===== src/rtl/ram_pkg.sv =====
// Shared RAM geometry and helpers for the RAM port arbiter and its sub-blocks.
package ram_pkg;

    localparam int RAM_AW = 33;
    localparam int RAM_DW = 16;

    // Minimum bit width to hold values 0..n-1, never less than 1.
    function automatic int clog2(input int n);
        int r;
        r = 0;
        while ((1 << r) < n) begin
            r = r + 1;
        end
        if (r < 1) begin
            r = 1;
        end
        return r;
    endfunction

endpackage


===== src/rtl/ram_port_arbiter_rr_pick.sv =====
// Round-robin picker: one-hot of the first set request bit at or after ptr.
module rr_pick #(
    parameter int N  = 4,
    parameter int PW = 2
) (
    input  logic [N-1:0]  req,
    input  logic [PW-1:0] ptr,
    output logic [N-1:0]  gnt
);

    logic [N-1:0] rot;
    logic [N-1:0] first;

    // Rotate so ptr lands on bit 0, isolate the lowest set bit, rotate back.
    assign rot   = N'({req, req} >> ptr);
    assign first = rot & (~rot + {{(N-1){1'b0}}, 1'b1});
    assign gnt   = N'(({first, first} << ptr) >> N);

endmodule


===== src/rtl/ram_port_arbiter.sv =====
// Arbitrates NREQ requesters onto one RAM write port and two async read ports,
// returning registered per-requester responses one cycle after each accept.
module ram_port_arbiter
    import ram_pkg::*;
#(
    parameter int NREQ = 4,
    parameter int AW   = RAM_AW,
    parameter int DW   = RAM_DW
) (
    input  logic               clk,
    input  logic               reset,
    input  logic [NREQ-1:0]    req_valid,
    input  logic [NREQ-1:0]    req_we,
    input  logic [NREQ*AW-1:0] req_addr,
    input  logic [NREQ*DW-1:0] req_wdata,
    output logic [NREQ-1:0]    req_ready,
    output logic [NREQ-1:0]    rsp_valid,
    output logic [NREQ*DW-1:0] rsp_rdata,
    output logic               wr,
    output logic [AW-1:0]      wr_addr,
    output logic [DW-1:0]      d_in,
    output logic [AW-1:0]      rd_addr_a,
    output logic [AW-1:0]      rd_addr_b,
    input  logic [DW-1:0]      d_out_a,
    input  logic [DW-1:0]      d_out_b
);

    localparam int PW = clog2(NREQ);

    logic [PW-1:0]      wr_ptr_reg, wr_ptr_next;
    logic [PW-1:0]      rd_ptr_reg, rd_ptr_next;
    logic [NREQ-1:0]    wr_cand, rd_cand;
    logic [NREQ-1:0]    wr_gnt, rd_gnt_a, rd_gnt_b;
    logic [NREQ-1:0]    rsp_valid_reg;
    logic [NREQ*DW-1:0] rsp_rdata_reg;

    // Candidates are masked while in reset so no grant can leak out.
    assign wr_cand = reset ? (req_valid & req_we)  : '0;
    assign rd_cand = reset ? (req_valid & ~req_we) : '0;

    rr_pick #(.N(NREQ), .PW(PW)) u_wr_pick (
        .req (wr_cand),
        .ptr (wr_ptr_reg),
        .gnt (wr_gnt)
    );

    rr_pick #(.N(NREQ), .PW(PW)) u_rd_pick_a (
        .req (rd_cand),
        .ptr (rd_ptr_reg),
        .gnt (rd_gnt_a)
    );

    rr_pick #(.N(NREQ), .PW(PW)) u_rd_pick_b (
        .req (rd_cand & ~rd_gnt_a),
        .ptr (rd_ptr_reg),
        .gnt (rd_gnt_b)
    );

    assign req_ready = wr_gnt | rd_gnt_a | rd_gnt_b;

    always_comb begin
        wr          = 1'b0;
        wr_addr     = '0;
        d_in        = '0;
        rd_addr_a   = '0;
        rd_addr_b   = '0;
        wr_ptr_next = wr_ptr_reg;
        rd_ptr_next = rd_ptr_reg;
        for (int i = 0; i < NREQ; i++) begin
            if (wr_gnt[i]) begin
                wr          = 1'b1;
                wr_addr     = req_addr[i*AW +: AW];
                d_in        = req_wdata[i*DW +: DW];
                wr_ptr_next = PW'((i + 1) % NREQ);
            end
            // The read pointer advances past the last read granted this cycle.
            if (rd_gnt_a[i]) begin
                rd_addr_a = req_addr[i*AW +: AW];
                if (~|rd_gnt_b) begin
                    rd_ptr_next = PW'((i + 1) % NREQ);
                end
            end
            if (rd_gnt_b[i]) begin
                rd_addr_b   = req_addr[i*AW +: AW];
                rd_ptr_next = PW'((i + 1) % NREQ);
            end
        end
    end

    always_ff @(posedge clk or negedge reset) begin
        if (!reset) begin
            wr_ptr_reg <= '0;
            rd_ptr_reg <= '0;
        end else begin
            wr_ptr_reg <= wr_ptr_next;
            rd_ptr_reg <= rd_ptr_next;
        end
    end

    // Read data is captured at the accept edge, so a same-cycle write is not yet visible.
    always_ff @(posedge clk or negedge reset) begin
        if (!reset) begin
            rsp_valid_reg <= '0;
            rsp_rdata_reg <= '0;
        end else begin
            rsp_valid_reg <= req_ready;
            for (int i = 0; i < NREQ; i++) begin
                if (rd_gnt_a[i]) begin
                    rsp_rdata_reg[i*DW +: DW] <= d_out_a;
                end else if (rd_gnt_b[i]) begin
                    rsp_rdata_reg[i*DW +: DW] <= d_out_b;
                end else if (wr_gnt[i]) begin
                    rsp_rdata_reg[i*DW +: DW] <= '0;
                end
            end
        end
    end

    assign rsp_valid = rsp_valid_reg;
    assign rsp_rdata = rsp_rdata_reg;

endmodule


===== config.mk =====
export PLATFORM = sky130hd
export DESIGN_NAME = ram_port_arbiter
export DESIGN_NICKNAME = d
export VERILOG_FILES = /design/src/rtl/ram_pkg.sv /design/src/rtl/ram_port_arbiter_rr_pick.sv /design/src/rtl/ram_port_arbiter.sv
export SDC_FILE = /design/constraint.sdc
export NUM_CORES = 1
export LEC_CHECK = 0
export ABC_AREA = 1
export ABC_CLOCK_PERIOD_IN_PS = 12890
export CAP_MARGIN = 5
export CORE_ASPECT_RATIO = 2
export CORE_MARGIN = 5
export CORE_UTILIZATION = 28
export DETAILED_ROUTE_END_ITERATION = 7
export GPL_TIMING_DRIVEN = 0
export RECOVER_POWER = 100
export SLEW_MARGIN = 20
export SYNTH_ARGS = -nofsm -noshare
export SYNTH_HDL_FRONTEND = slang
export SYNTH_HIERARCHICAL = 1
export SYNTH_SLANG_ARGS = --single-unit

===== constraint.sdc =====
create_clock -name clk -period 12.89 [get_ports clk]
set_clock_uncertainty 0.2 [all_clocks]
set_input_delay 1.9335 -clock clk [delete_from_list [all_inputs] [get_ports clk]]
set_output_delay 1.9335 -clock clk [all_outputs]
set_load 0.05 [all_outputs]

==> results.md <==
- Fin. Hold Viols: 0
- Simple-gate share of the synthesized area: about a third
- CTS tree: built
- Final Max Tran Viols: 0
- Initial antenna violation count: 5
- Drt pass-1 iters: 5
- Total wire length: ~44,000 µm
- Die H: around 240 µm
- Root buffer cell: clkbuf_16
- Syn-to-layout area delta: 67.0%
- Final nets: approximately 1,900
- Row Count: 84
- Critical path capture point type: output pin
- Cts bufs inserted: 9
- Worst Path Required: about 11 ns
- Mux share of post-synthesis cell area: 0%
- Die area: 30,300 µm²
- Post-route ant nets: 0
- Placer Congestion: between 0.9 and 1
- CP Max Fanout: 54
- Net Count, Synth: around 1,500
- Post-synthesis average cell area: ~6.1 µm²
- Status: finished, final reports clean
- Mapped cell area: between 7000 and 8000 µm²
- Port bufs: 425
- Worst path depth: 31
- DR WL/cell: roughly 22 µm
- Ports: ~430
- Share of the synthesized area in the top cell type: about a quarter
- Vias in the first global route: about 11,000
- Post-synth top area cell: dfrtp_1
- Fill count: 2,779
- Longest Clk Path Bufs: 2
- Syn. warnings: 6
- HPWL Detailed: approximately 35,000 µm
- Drt via density: 5.34
- Fmax: 90.1 MHz
- Clk slew on worst S/H paths: about 0.060 ns
- Hold Crit Start: rsp_rdata[43]
- Worst-Skew Late Latency: about 0.34 ns
- Share of layout cells above drive strength 1: under 10%
- Critical path startpoint: reset
- H-tree Lvls: 3
- CP Launch Type: primary input
- Largest net degree at the start of global routing: 55
- Post-synth cell types: 27
- Core Region: between 20,000 and 30,000 µm²
- Buf+Inv Stages, Crit Path: 9
- Slew HR: between 10% and 20%
- Post-synthesis adder-cell area fraction: 0%
- Tcrit/Tclk final: between 80% and 90%
- Syn Inst Count: roughly 1,200
- Area fraction in compound gates after synthesis: a little under a third
- RSZ-0062 raised after global routing: false
- Post-Synth XOR/XNOR Area: 0%
- Worst r2r dst: rsp_rdata[12]
- Post-CTS setup repair buffer count: 0
- FF-to-FF Start: rd_ptr_reg[1]
- Synth area leaders: dfrtp_1 24%, nand2_1 21%, a21oi_1 7.9%
- Tightest Hold Check Type: reg2reg
- Slew @ Worst Pin: roughly 1.2 ns
- Worst Hold Path EP: rsp_rdata[43]
- #FFs+latches synth: between 70 and 80
- Largest family of logic cells by synthesized area: simple AND/OR/NAND/NOR gates
- Final setup vio count: 0
- Via count: about 11,000
- Setup TNS: 0 ns
- Max_cap viols: 0
- Max reg flops: 64
- Tot GR Track Use: 27.7%
- Initial cell density of the core: between 20% and 30%
- Sequential area share after synthesis: 24.1%
- Fin crit period: 11.09 ns
- Dpl ws: ~2.8 ns
- Drc violations: 0
- R2R Setup Slk: roughly 7.7 ns
- Initial DRC Count: between 800 and 900
- CP max stage delay: about 0.94 ns
- Die X: ~130 µm
- GRT Residual Overflow: 0
- PnR worst setup slack: roughly 1.8 ns
- CTS sink count: 72
- Most frequent CP cell: nand2_1
- CP delay by family, top: buffers and inverters
- First-pass GRT wire length: approximately 66,000 µm
- R2R cell count: 23
- Cts hold-fix bufs: 0
- Hold Path Depth: 2
- Slowest CP cell: dlygate4sd3_1
- # resized after CTS: 0
- CP arrival: 8.96 ns
- Critical path type: in2out
## layout by cell type (no fill, tap or decap), types with 10 or more instances in the layout
master | synthesis | layout
a22oi_1 | 33 | 33
inv_1 | 136 | 136
dlygate4sd3_1 | 0 | 182
a21oi_1 | 118 | 118
clkdlybuf4s50_1 | 0 | 242
nand3_2 | 15 | 15
dfrtp_1 | 72 | 72
nand2_2 | 12 | 12
o21ai_0 | 88 | 89
buf_2 | 36 | 31
o221ai_1 | 64 | 64
clkbuf_1 | 35 | 45
o211ai_1 | 33 | 33
nand3_1 | 85 | 85
nand2_1 | 410 | 410
o21ai_1 | 37 | 36
nor2_1 | 10 | 10
## how the worst max path moves through the flow
stage | to | slack, ns
after floorplan | rd_addr_b[32] | 4.83
after global placement | rd_addr_b[24] | 0.20
after detailed placement | rd_addr_b[24] | 2.76
after CTS | rd_addr_b[24] | 2.75
after global routing | rd_addr_b[21] | 1.12
final | rd_addr_b[24] | 1.80
## cell usage after synthesis, drive strengths merged
| master | count |
|---|---|
| inv | 142 |
| clkinv | 4 |
| nand3 | 100 |
| nor4 | 4 |
| clkbuf | 35 |
| o221ai | 64 |
| a22oi | 33 |
| a21oi | 118 |
| o211ai | 33 |
| nor2 | 12 |
| nand2 | 425 |
| dfrtp | 72 |
| nor3 | 9 |
| buf | 60 |
| o21ai | 125 |
## tightest hold or removal path: cells and delay by family, from the launching register on
family             cells  cell delay, ns
AOI/OAI and AO/OA      1            0.06
DFF                    1            0.34
and+or+nand+nor        1            0.05
## final cells by class
type | count | area (µm²) | area share [%]
multi-input combinational | 923 | 4630 | 37.0
timing repair buffer | 426 | 4280 | 34.2
sequential | 72 | 1800 | 14.4
inverter | 146 | 563 | 4.50
buffer | 95 | 470 | 3.76
tap | 344 | 430 | 3.44
clock buffer | 12 | 267 | 2.13
clock inverter | 4 | 51.3 | 0.410
antenna | 5 | 12.5 | 0.100
## routing by layer
layer	up-vias	routed length [µm]	global-route usage, %
li1	5062	-	-
met1	5078	15800	30.3
met2	567	23700	52.0
met3	109	2950	4.90
met4	0	2010	11.7
met5	-	0	0
## cells by family (layout without fill, tap and decap cells)
kind of cell | count (synthesis) | count (layout)
buf+inv | 241 | 683
flops | 72 | 72
simple gates | 550 | 550
compound gates | 373 | 373
other cells | 0 | 5
## metrics by stage
step	instance area (µm²)	instances	util [%]	hold WS, ns
floorplan	7490	1236	-	0.292
global placement	12200	2005	46.1	0.273
detailed placement	12200	2006	46.2	0.275
CTS	12500	2022	47.4	0.297
global route	12500	2027	47.4	0.313
finish	12500	2027	47.4	0.289
Power is not shown: default switching activity piles up to over one toggle a cycle in this logic, so the estimate is an artifact.
